--- src/rtl/cache_fill_fsm.sv ---
// L1 miss-fill controller: issues one memory read per block word, strobes returns into the data array, writes the tag on the last word.
// Optional macro CACHE_FILL_CWF_EN selects critical-word-first ordering; default build fills sequentially from the block base.
module cache_fill_fsm #(
  parameter int ADDR_WIDTH  = 16,
  parameter int BLOCK_WORDS = 8
) (
  input  logic                  clk,
  input  logic                  rst,
  input  logic                  miss_detected,
  input  logic [ADDR_WIDTH-1:0] miss_address,
  input  logic                  memory_data_valid,
  output logic                  fsm_busy,
  output logic                  mem_en,
  output logic [ADDR_WIDTH-1:0] memory_address,
  output logic                  write_data_array,
  output logic [ADDR_WIDTH-1:0] fill_word_addr,
  output logic                  write_tag_array,
  output logic                  critical_word
);

  localparam int OFS_W = $clog2(BLOCK_WORDS);
  localparam int CNT_W = OFS_W + 1;

  localparam logic [0:0] IDLE = 1'b0;
  localparam logic [0:0] FILL = 1'b1;

  logic [0:0]            state;
  logic [ADDR_WIDTH-1:0] base;
  logic [CNT_W-1:0]      issue_cnt;
  logic [CNT_W-1:0]      recv_cnt;
  logic                  in_fill;
  logic                  accept;
  logic                  last_word;

`ifdef CACHE_FILL_CWF_EN
  logic [OFS_W-1:0] offset;
  logic             unused_addr_bit;
  assign unused_addr_bit = miss_address[0];
`else
  logic             unused_addr_bits;
  assign unused_addr_bits = ^miss_address[CNT_W-1:0];
`endif

  // Base has its low bits cleared, so OR-ing in the word byte offset is an add that wraps inside the block.
  function automatic logic [ADDR_WIDTH-1:0] word_addr(input logic [CNT_W-1:0] k);
    logic [OFS_W-1:0] idx;
`ifdef CACHE_FILL_CWF_EN
    idx = k[OFS_W-1:0] + offset;
`else
    idx = k[OFS_W-1:0];
`endif
    return base | ADDR_WIDTH'({idx, 1'b0});
  endfunction

  assign in_fill   = (state == FILL);
  assign mem_en    = in_fill && (issue_cnt < CNT_W'(BLOCK_WORDS));
  assign accept    = in_fill && memory_data_valid && (recv_cnt < issue_cnt);
  assign last_word = accept && (recv_cnt == CNT_W'(BLOCK_WORDS - 1));

  assign fsm_busy         = in_fill || miss_detected;
  assign write_data_array = accept;
  assign write_tag_array  = last_word;
  assign memory_address   = in_fill ? word_addr(issue_cnt) : base;
  assign fill_word_addr   = in_fill ? word_addr(recv_cnt) : base;

`ifdef CACHE_FILL_CWF_EN
  assign critical_word = accept && (recv_cnt == '0);
`else
  assign critical_word = 1'b0;
`endif

  always_ff @(posedge clk) begin
    if (rst) begin
      state     <= IDLE;
      base      <= '0;
      issue_cnt <= '0;
      recv_cnt  <= '0;
`ifdef CACHE_FILL_CWF_EN
      offset    <= '0;
`endif
    end else begin
      case (state)
        IDLE: begin
          if (miss_detected) begin
            state     <= FILL;
            base      <= {miss_address[ADDR_WIDTH-1:CNT_W], {CNT_W{1'b0}}};
            issue_cnt <= '0;
            recv_cnt  <= '0;
`ifdef CACHE_FILL_CWF_EN
            offset    <= miss_address[OFS_W:1];
`endif
          end
        end
        FILL: begin
          if (mem_en) issue_cnt <= issue_cnt + CNT_W'(1);
          if (accept) recv_cnt <= recv_cnt + CNT_W'(1);
          // Counters are cleared on the way out so IDLE always looks like the reset state.
          if (last_word) begin
            state     <= IDLE;
            issue_cnt <= '0;
            recv_cnt  <= '0;
          end
        end
        default: state <= IDLE;
      endcase
    end
  end

endmodule

--- config.mk ---
export PLATFORM = sky130hd
export DESIGN_NAME = cache_fill_fsm
export DESIGN_NICKNAME = d
export VERILOG_FILES = /design/src/rtl/cache_fill_fsm.sv
export SDC_FILE = /design/constraint.sdc
export NUM_CORES = 1
export LEC_CHECK = 0
export BUFFER_PORTS_ARGS = -buffer_cell sky130_fd_sc_hd__buf_2
export CAP_MARGIN = 20
export CELL_PAD_IN_SITES_DETAIL_PLACEMENT = 1
export CELL_PAD_IN_SITES_GLOBAL_PLACEMENT = 1
export CORE_AREA = 2 2 53 75
export DETAILED_ROUTE_END_ITERATION = 6
export DIE_AREA = 0 0 55 77
export PLACE_DENSITY = 0.81
export SETUP_SLACK_MARGIN = 0.15
export SYNTH_ARGS = -nofsm -noshare
export SYNTH_HDL_FRONTEND = slang
export SYNTH_SLANG_ARGS = --single-unit
export TNS_END_PERCENT = 1
--- constraint.sdc ---
create_clock -name clk -period 3.11 [get_ports clk]
set_clock_uncertainty 0.15 [all_clocks]
set_input_delay 0.622 -clock clk [delete_from_list [all_inputs] [get_ports clk]]
set_output_delay 0.622 -clock clk [all_outputs]
set_load 0.05 [all_outputs]
Word level (Yosys, flattened, before mapping)
Cells that the tools add are included.
Widths: inputs -> output; s select.
{"block": "word_totals", "reg_bits": 21, "inputBits": 20, "output_inout_bits": 37, "wordCells": 35}
{"block": "op_classes", "add_sub_neg": 2, "order_cmp": 2, "n_eq_ne": 4, "muxes": 12, "bitwise": 3, "n_reduce_logical": 8}
{"cell": "$mux 16", "n": 2}
{"cell": "$or 16x4->16", "n": 2}
{"cell": "$mux 4", "n": 5}
{"cell": "$pmux 4 s2", "n": 2}
{"cell": "$add 4x1->4 const B", "n": 2}
{"cell": "$reduce_and 2->1", "n": 3}
{"cell": "$eq 4x3->1 const B", "n": 1}
{"cell": "$logic_and 1x1->1", "n": 4}
{"cell": "$lt 4x4->1", "n": 1}
{"cell": "$lt 4x4->1 const B", "n": 1}
{"cell": "$ne 3x2->1 const B", "n": 1}
{"cell": "$ne 3x3->1 const B", "n": 1}
{"cell": "$mux 1", "n": 2}
{"cell": "$ne 2x2->1 const B", "n": 1}
{"cell": "$pmux 1 s2", "n": 1}
{"cell": "$logic_or 1x1->1", "n": 1}
{"cell": "$not 1->1", "n": 1}

Longest topological paths before layout
Gate-level depths: netlist of the first run.
{"block": "logic_depth", "ltp_word": 5, "mapped_depth": 7, "mapped_depth_nobuf": 6}

Worst setup path after synthesis of the first run
No wires, ideal clock.
{"block": "synth_path", "path_type": "register to output", "from": "register issue_cnt[1]", "to": "output write_tag_array", "arrival_ns": 2.266, "setup_slack_ns": 0.072, "path_stages_with_launch": 6, "path_buffers": 0, "cell_sequence": "dfxtp_1 -> inv_1 -> ha_1 -> o211ai_1 -> o211ai_2 -> nor3_1"}
{"block": "synth_via", "elab_chain_cells": 3}
{"element": "from (decl)", "line": "29", "source": "logic [CNT_W-1:0] issue_cnt;"}
{"element": "from (signal assigned)", "line": "95", "source": "if (mem_en) issue_cnt <= issue_cnt + CNT_W'(1);"}
{"element": "$lt 4x4->1", "line": "57", "source": "assign accept = in_fill && memory_data_valid && (recv_cnt < issue_cnt);"}
{"element": "$logic_and 1x1->1", "line": "57"}
{"element": "$logic_and 1x1->1", "line": "58", "source": "assign last_word = accept && (recv_cnt == CNT_W'(BLOCK_WORDS - 1));"}
{"element": "to (decl)", "line": "17", "source": "output logic write_tag_array,"}
Every way passes these cells.

Final worst setup path of the first run
Same ends and word-level chain as after synthesis.

==> run_results.csv, run 1 <==
group,metric,value,unit
power_and_ir_drop,p_sw,0.213,mW
routing,wirelength,2840,um
power_and_ir_drop,leakage,0.632,nW
yosys,synth.cell_area,0.00112,sq mm
clocking,postCtsHoldBufs,0,
worst_hold_path,hold_start,"base[10]$_SDFFE_PP0P_",
power_and_ir_drop,internal_power,0.406,mW
critical_path,cp_top_family,"buffers and inverters",
clocking,tritoncts,"yes",
timing,hold_viol_final,0,
power_and_ir_drop,clkPwrFrac,28.1,%
power_and_ir_drop,seqPwrFrac,46.7,%
timing,fin_setup_tns,0,ns
die,die_w,55,um
die,die_h,77,um
die,initial_core_util,31.4,%
clocking,clk_pin_slew,0.08,ns
critical_path,crit_buf_inv,2,
timing,worst_pin_slew,0.523,ns
worst_hold_path,whs_path_depth,2,
cells_and_area,seq_area,420,sq um
routing,drtPass1Iterations,2,
critical_path,slowest_stage,"dfxtp_1",
clocking,clock_path_buffers,2,
worst_hold_path,hold_path.class,"reg -> reg",
place,port_buffers,49,
die,placementRows,26,
yosys,synth-edff-count,0,
routing,detail-route-antenna-nets,0,
yosys,synth_top_area_cell,"dfxtp_1",
critical_path,r2r_end,"recv_cnt[0]$_SDFFE_PP0P_",
cells_and_area,fill_cells,478,
yosys,synth_area_per_cell,7.75,sq um
clocking,clockRootBuffer,"clkbuf_8",
timing,fin_crit,2.79,ns
cells_and_area,fin_nets,207,
power_and_ir_drop,power_density,456,mW/mm^2
critical_path,rr_startpoint,"issue_cnt[1]$_SDFFE_PP0P_",
power_and_ir_drop,total_power,0.619,mW
timing,finalSetupViolations,0,
die,die_area,0.00424,sq mm
critical_path,regToRegSetupSlack,0.95,ns
flow_run,max_cap_violations,0,
cells_and_area,area_growth,20.8,%
routing,detail_route.wl_per_cell,12.7,um
yosys,synth_area_leaders,"dfxtp_1 37%, nand2_1 11%, buf_4 10%",
critical_path,crit_chain,"inv_1, ha_1, o211ai_1, o211ai_2, nor3_2, buf_2",
worst_hold_path,min_to,"base[10]$_SDFFE_PP0P_",
power_and_ir_drop,peakVddDrop,0.168,mV
yosys,ys_top_cells_by_count,"32 x nand2_1, 21 x dfxtp_1, 15 x buf_4",
place,dp_hpwl,2180,um
die,core-area,0.00358,sq mm
global_route,grt_pass1_vias,1066,
yosys,yosys.cell_count.top_type,"nand2_1",
run_status,outcome,"finished clean",
yosys,seq_area_frac_synth,37.4,%
critical_path,max_stage_delay,0.42,ns
yosys,synth_cell_type_count,29,
cells_and_area,multi_input_area,553,sq um
global_route,antenna_found_initial,0,
yosys,netlist_instances,145,
cells_and_area,final_util,37.9,%
clocking,cts_buffers,3,
power_and_ir_drop,combPwrFrac,25.1,%
timing,timing.fmax,358,MHz
yosys,async_flop_share,0,%
critical_path,worstRegToRegCells,7,
critical_path,worstSetupEndpointType,"output port",
clocking,cts_setup_buffers,0,
routing,drc_errors,0,
global_route,grt_max_degree,21,
cells_and_area,drive_above_1_share,32.0,%
yosys,yosysTopAreaCellShare,37.4,%
cells_and_area,diodes,0,
routing,via_per_inst,4.87,
place,gp_congestion,0.845,
clocking,ctsResizeCount,0,
global_route,globalRouteOverflowTotal,0,
die,num_io_pins,57,
global_route,track_usage,14.7,%
timing,rsz0062_at_grt,"false",
clocking,worst_skew_pair.late_latency,0.25,ns
yosys,synthFlopType,"dfxtp_1",
timing,slew_viol_final,0,
timing,post-route-period-util,89.8,%
routing,drt-initial-drc-count,6,
routing,vias,1086,
critical_path,cp-start-kind,"flop",
global_route,grt_pass1_wl,4730,um
yosys,ys_ff_latch,21,
critical_path,path_max_fanout,5,
clocking,clock-sinks,21,
critical_path,cp.required,2.34,ns
clocking,cts_max_level,1,
critical_path,crit_arrival,2.02,ns
power_and_ir_drop,swShare,34.4,%
timing,relSlewSlack,65.1,%
critical_path,worstSetupPathType,"reg -> out",
yosys,yosys_warnings,0,
==> metrics by stage <==
stage	cell area (sq um)	setup WS, ns	hold WS, ns	std cells
after floorplan	1140	0.486	0.308	147
after global placement	1310	0.604	0.302	219
after detailed placement	1310	0.588	0.312	219
after CTS	1360	0.293	0.323	223
after global routing	1360	0.184	0.352	223
final	1360	0.317	0.317	223
==> state kept, by name, summed over array words and instances (netlist names) <==
| signal | count |
|---|---|
| base | 12 |
| issue_cnt | 4 |
| recv_cnt | 4 |
| in_fill | 1 |
==> power by group through the flow <==
stage | clock network (mW) | logic, mW | registers (mW)
floorplan | 0 | 0.101 | 0.325
global placement | 0 | 0.156 | 0.296
detailed placement | 0 | 0.158 | 0.296
CTS | 0.183 | 0.158 | 0.290
global route | 0.197 | 0.169 | 0.292
finish | 0.174 | 0.156 | 0.289
==> cell type report <==
cell class                      instances  share of cell area, %
Timing Repair Buffer                   51                   19.2
Multi-Input combinational cell         98                   40.7
Tap cell                               42                   3.87
Inverter                                7                   1.94
Clock buffer                            4                   3.32
Sequential cell                        21                   31.0
==> worst max path at each step <==
stage,endpoint,depth (start not counted),slack [ns],start
after floorplan,write_data_array,6,0.49,issue_cnt[1]$_SDFFE_PP0P_
after global placement,write_tag_array,6,0.60,issue_cnt[1]$_SDFFE_PP0P_
after detailed placement,write_tag_array,6,0.59,issue_cnt[1]$_SDFFE_PP0P_
after CTS,write_tag_array,6,0.29,issue_cnt[1]$_SDFFE_PP0P_
after global routing,write_tag_array,6,0.18,issue_cnt[1]$_SDFFE_PP0P_
final,write_tag_array,6,0.32,issue_cnt[1]$_SDFFE_PP0P_
==> layout by cell type (no fill, tap or decap), drive strengths merged <==
master / netlist / routed
buf: 17 / 51
nand2: 32 / 32
dfxtp: 21 / 21
a21oi: 14 / 14
nor2: 8 / 8
inv: 7 / 7
o211ai: 6 / 6
ha: 5 / 5
nor3: 4 / 4
clkbuf: 4 / 4
nor2b: 3 / 3
and2: 3 / 3
nand3: 3 / 3
conb: 1 / 3
nor3b: 3 / 3
nand3b: 2 / 2
o21ai: 2 / 2
mux2i: 2 / 2
or4: 2 / 2
or2: 1 / 1
o22ai: 1 / 1
o2111ai: 1 / 1
o311ai: 1 / 1
or3: 1 / 1
a21boi: 1 / 1
==> tightest hold or removal path, stage by stage (launching register included) <==
cell and delay (ns):
dfxtp_1 0.32, nand2_1 0.05, a21oi_1 0.05
==> cell families after synthesis <==
| kind of cell | Yosys count | share of synthesized area, % |
|---|---|---|
| other | 1 | 0.334 |
| AOI/OAI and AO/OA | 26 | 14.4 |
| adders and majority gates | 5 | 5.57 |
| DFF | 21 | 37.4 |
| muxes | 2 | 1.78 |
| and+or+nand+nor | 62 | 26.1 |
| buffers and inverters | 28 | 14.5 |
==> routing by layer <==
metal  vias to the layer above  share of wire, %  track usage [%]
met5                         -                 0                0
met4                         0              0.99             5.12
met3                         4               6.5             2.14
met2                        46                49             25.6
met1                       500                43             17.4
li1                        536                 -                -
(Power assumes the default switching activity.)
==> inputs of run 2 (changes only) <==
- CTS_BUF_LIST: unset -> sky130_fd_sc_hd__clkbuf_16
==> run 2 against run 1 <==
Effect of this change:
- highest routed layer unchanged
- via count decreased by 0.46%
- critical path type unchanged
- cell area rose by 2.5%
- total power grew 15%
- critical endpoint unchanged
==> run_results.csv, run 2 (synthesized netlist as in run 1, its figures left out) <==
group,metric,value,unit
global_route,globalRouteOverflowTotal,0,
place,port_buffers,49,
die,initial_core_util,31.4,%
timing,fin_setup_tns,0,ns
timing,rsz0062_at_grt,"false",
critical_path,cp_top_family,"buffers and inverters",
place,place_area,0.00131,sq mm
die,num_io_pins,57,
routing,drt-initial-drc-count,8,
cells_and_area,final_cell_mix,"49 x buf_2, 32 x nand2_1, 21 x dfxtp_1",
routing,drc_errors,0,
place,gp_congestion,0.845,
die,die_w,55,um
power_and_ir_drop,p_sw,0.223,mW
run_status,outcome,"finished clean",
timing,timing.fmax,358,MHz
global_route,grt_max_degree,21,
critical_path,cp.required,2.34,ns
flow_run,max_cap_violations,0,
timing,relSlewSlack,65.3,%
power_and_ir_drop,combPwrFrac,21.9,%
power_and_ir_drop,seqPwrFrac,40.8,%
power_and_ir_drop,clkPwrFrac,37.2,%
die,placementRows,26,
critical_path,crit_buf_inv,2,
cells_and_area,fin_area,0.00139,sq mm
worst_hold_path,hold_path.class,"reg -> reg",
power_and_ir_drop,leakage,0.652,nW
timing,finalSetupViolations,0,
power_and_ir_drop,power_density,510,mW/mm^2
die,core-area,0.00358,sq mm
routing,drtPass1Iterations,4,
power_and_ir_drop,internal_power,0.487,mW
cells_and_area,area_growth,23.8,%
clocking,cts_setup_buffers,0,
power_and_ir_drop,swShare,31.4,%
clocking,ctsResizeCount,0,
global_route,antenna_found_initial,0,
cells_and_area,diodes,0,
cells_and_area,largest_reg_flops,12,
routing,detail-route-antenna-nets,0,
cells_and_area,largestRegisters,"base x12, issue_cnt x4, recv_cnt x4",
timing,worst_pin_slew,0.519,ns
global_route,grt_pass1_wl,4760,um
clocking,postCtsHoldBufs,0,
worst_hold_path,whs_path_depth,2,
critical_path,regToRegSetupSlack,0.95,ns
global_route,track_usage,15.0,%
timing,post-route-period-util,89.8,%
clocking,cts_buffers,3,
routing,detail_route.wl_per_cell,12.9,um
critical_path,crit_chain,"inv_1, ha_1, o211ai_1, o211ai_2, nor3_2, buf_2",
die,die_h,77,um
critical_path,max_stage_delay,0.41,ns
critical_path,cp-start-kind,"flop",
critical_path,worstSetupPathType,"reg -> out",
clocking,cts_max_level,1,
clocking,clockRootBuffer,"clkbuf_16",
cells_and_area,fin_nets,207,
critical_path,worstRegToRegCells,7,
place,dp_hpwl,2180,um
die,die_area,0.00424,sq mm
power_and_ir_drop,peakVddDrop,0.229,mV
power_and_ir_drop,total_power,0.710,mW
critical_path,path_max_fanout,5,
critical_path,slowest_stage,"dfxtp_1",
global_route,grt_pass1_vias,1058,
cells_and_area,drive_above_1_share,32.0,%
clocking,clock_path_buffers,2,
clocking,worst_skew_pair.late_latency,0.25,ns
timing,slew_viol_final,0,
cells_and_area,final_common_cell,"buf_2",
routing,via_per_inst,4.85,
timing,fin_crit,2.79,ns
timing,hold_viol_final,0,
clocking,clk_pin_slew,0.06,ns
critical_path,crit_arrival,2.02,ns
critical_path,crit_cells,6,
critical_path,worstSetupEndpointType,"output port",
clocking,tritoncts,"yes",
cells_and_area,top_register,"base",
cells_and_area,fill_cells,476,
routing,wirelength,2870,um
clocking,clock-sinks,21,
routing,vias,1081,
run 2: cell types whose count changed in the layout (fill, tap and decap cells not counted), sizes merged:
cell,change
inv,+1
clkbuf,-1
run 2: worst paths after layout:
kind,from,end
max,issue_cnt[1]$_SDFFE_PP0P_,write_tag_array
min,base[10]$_SDFFE_PP0P_,base[10]$_SDFFE_PP0P_
max reg2reg,issue_cnt[1]$_SDFFE_PP0P_,recv_cnt[0]$_SDFFE_PP0P_
min reg2reg,base[10]$_SDFFE_PP0P_,base[10]$_SDFFE_PP0P_
run 2: worst reg2reg max path, stage by stage, from the launching register on:
cell and delay (ns):
dfxtp_1 0.41, inv_1 0.10, ha_1 0.30, o211ai_1 0.20
o211ai_2 0.13, buf_4 0.19, or4_1 0.48, a21boi_1 0.12
run 2: per-stage QoR:
stage | hold slack, ns | cells | setup WS [ns] | utilization [%]
after floorplan | 0.308 | 147 | 0.486 | -
after global placement | 0.302 | 219 | 0.604 | 36.7
after CTS | 0.320 | 223 | 0.306 | 38.9
after detailed placement | 0.312 | 219 | 0.588 | 36.7
final | 0.315 | 223 | 0.318 | 38.9
after global routing | 0.348 | 223 | 0.201 | 38.9
run 2: final cells by class:
class,instances,area [sq um],share of cell area [%]
Tap cell,42,52.6,3.78
Clock inverter,1,3.75,0.270
Sequential cell,21,420,30.2
Timing Repair Buffer,51,260,18.7
Multi-Input combinational cell,98,553,39.7
Clock buffer,3,75.1,5.40
Inverter,7,26.3,1.89
run 2: metal layers:
layer,wire (um),GRT usage (%),up-vias
met5,0,0,-
met4,33,3.66,0
met3,198,3.70,4
met2,1420,26.0,46
met1,1220,17.7,493
li1,-,-,538
run 2: power groups by stage:
| stage | Clock [mW] | Sequential, mW | Combinational [mW] |
|---|---|---|---|
| floorplan | 0 | 0.325 | 0.101 |
| CTS | 0.274 | 0.290 | 0.157 |
| global placement | 0 | 0.296 | 0.156 |
| finish | 0.264 | 0.290 | 0.156 |
| global route | 0.290 | 0.292 | 0.169 |
| detailed placement | 0 | 0.296 | 0.158 |
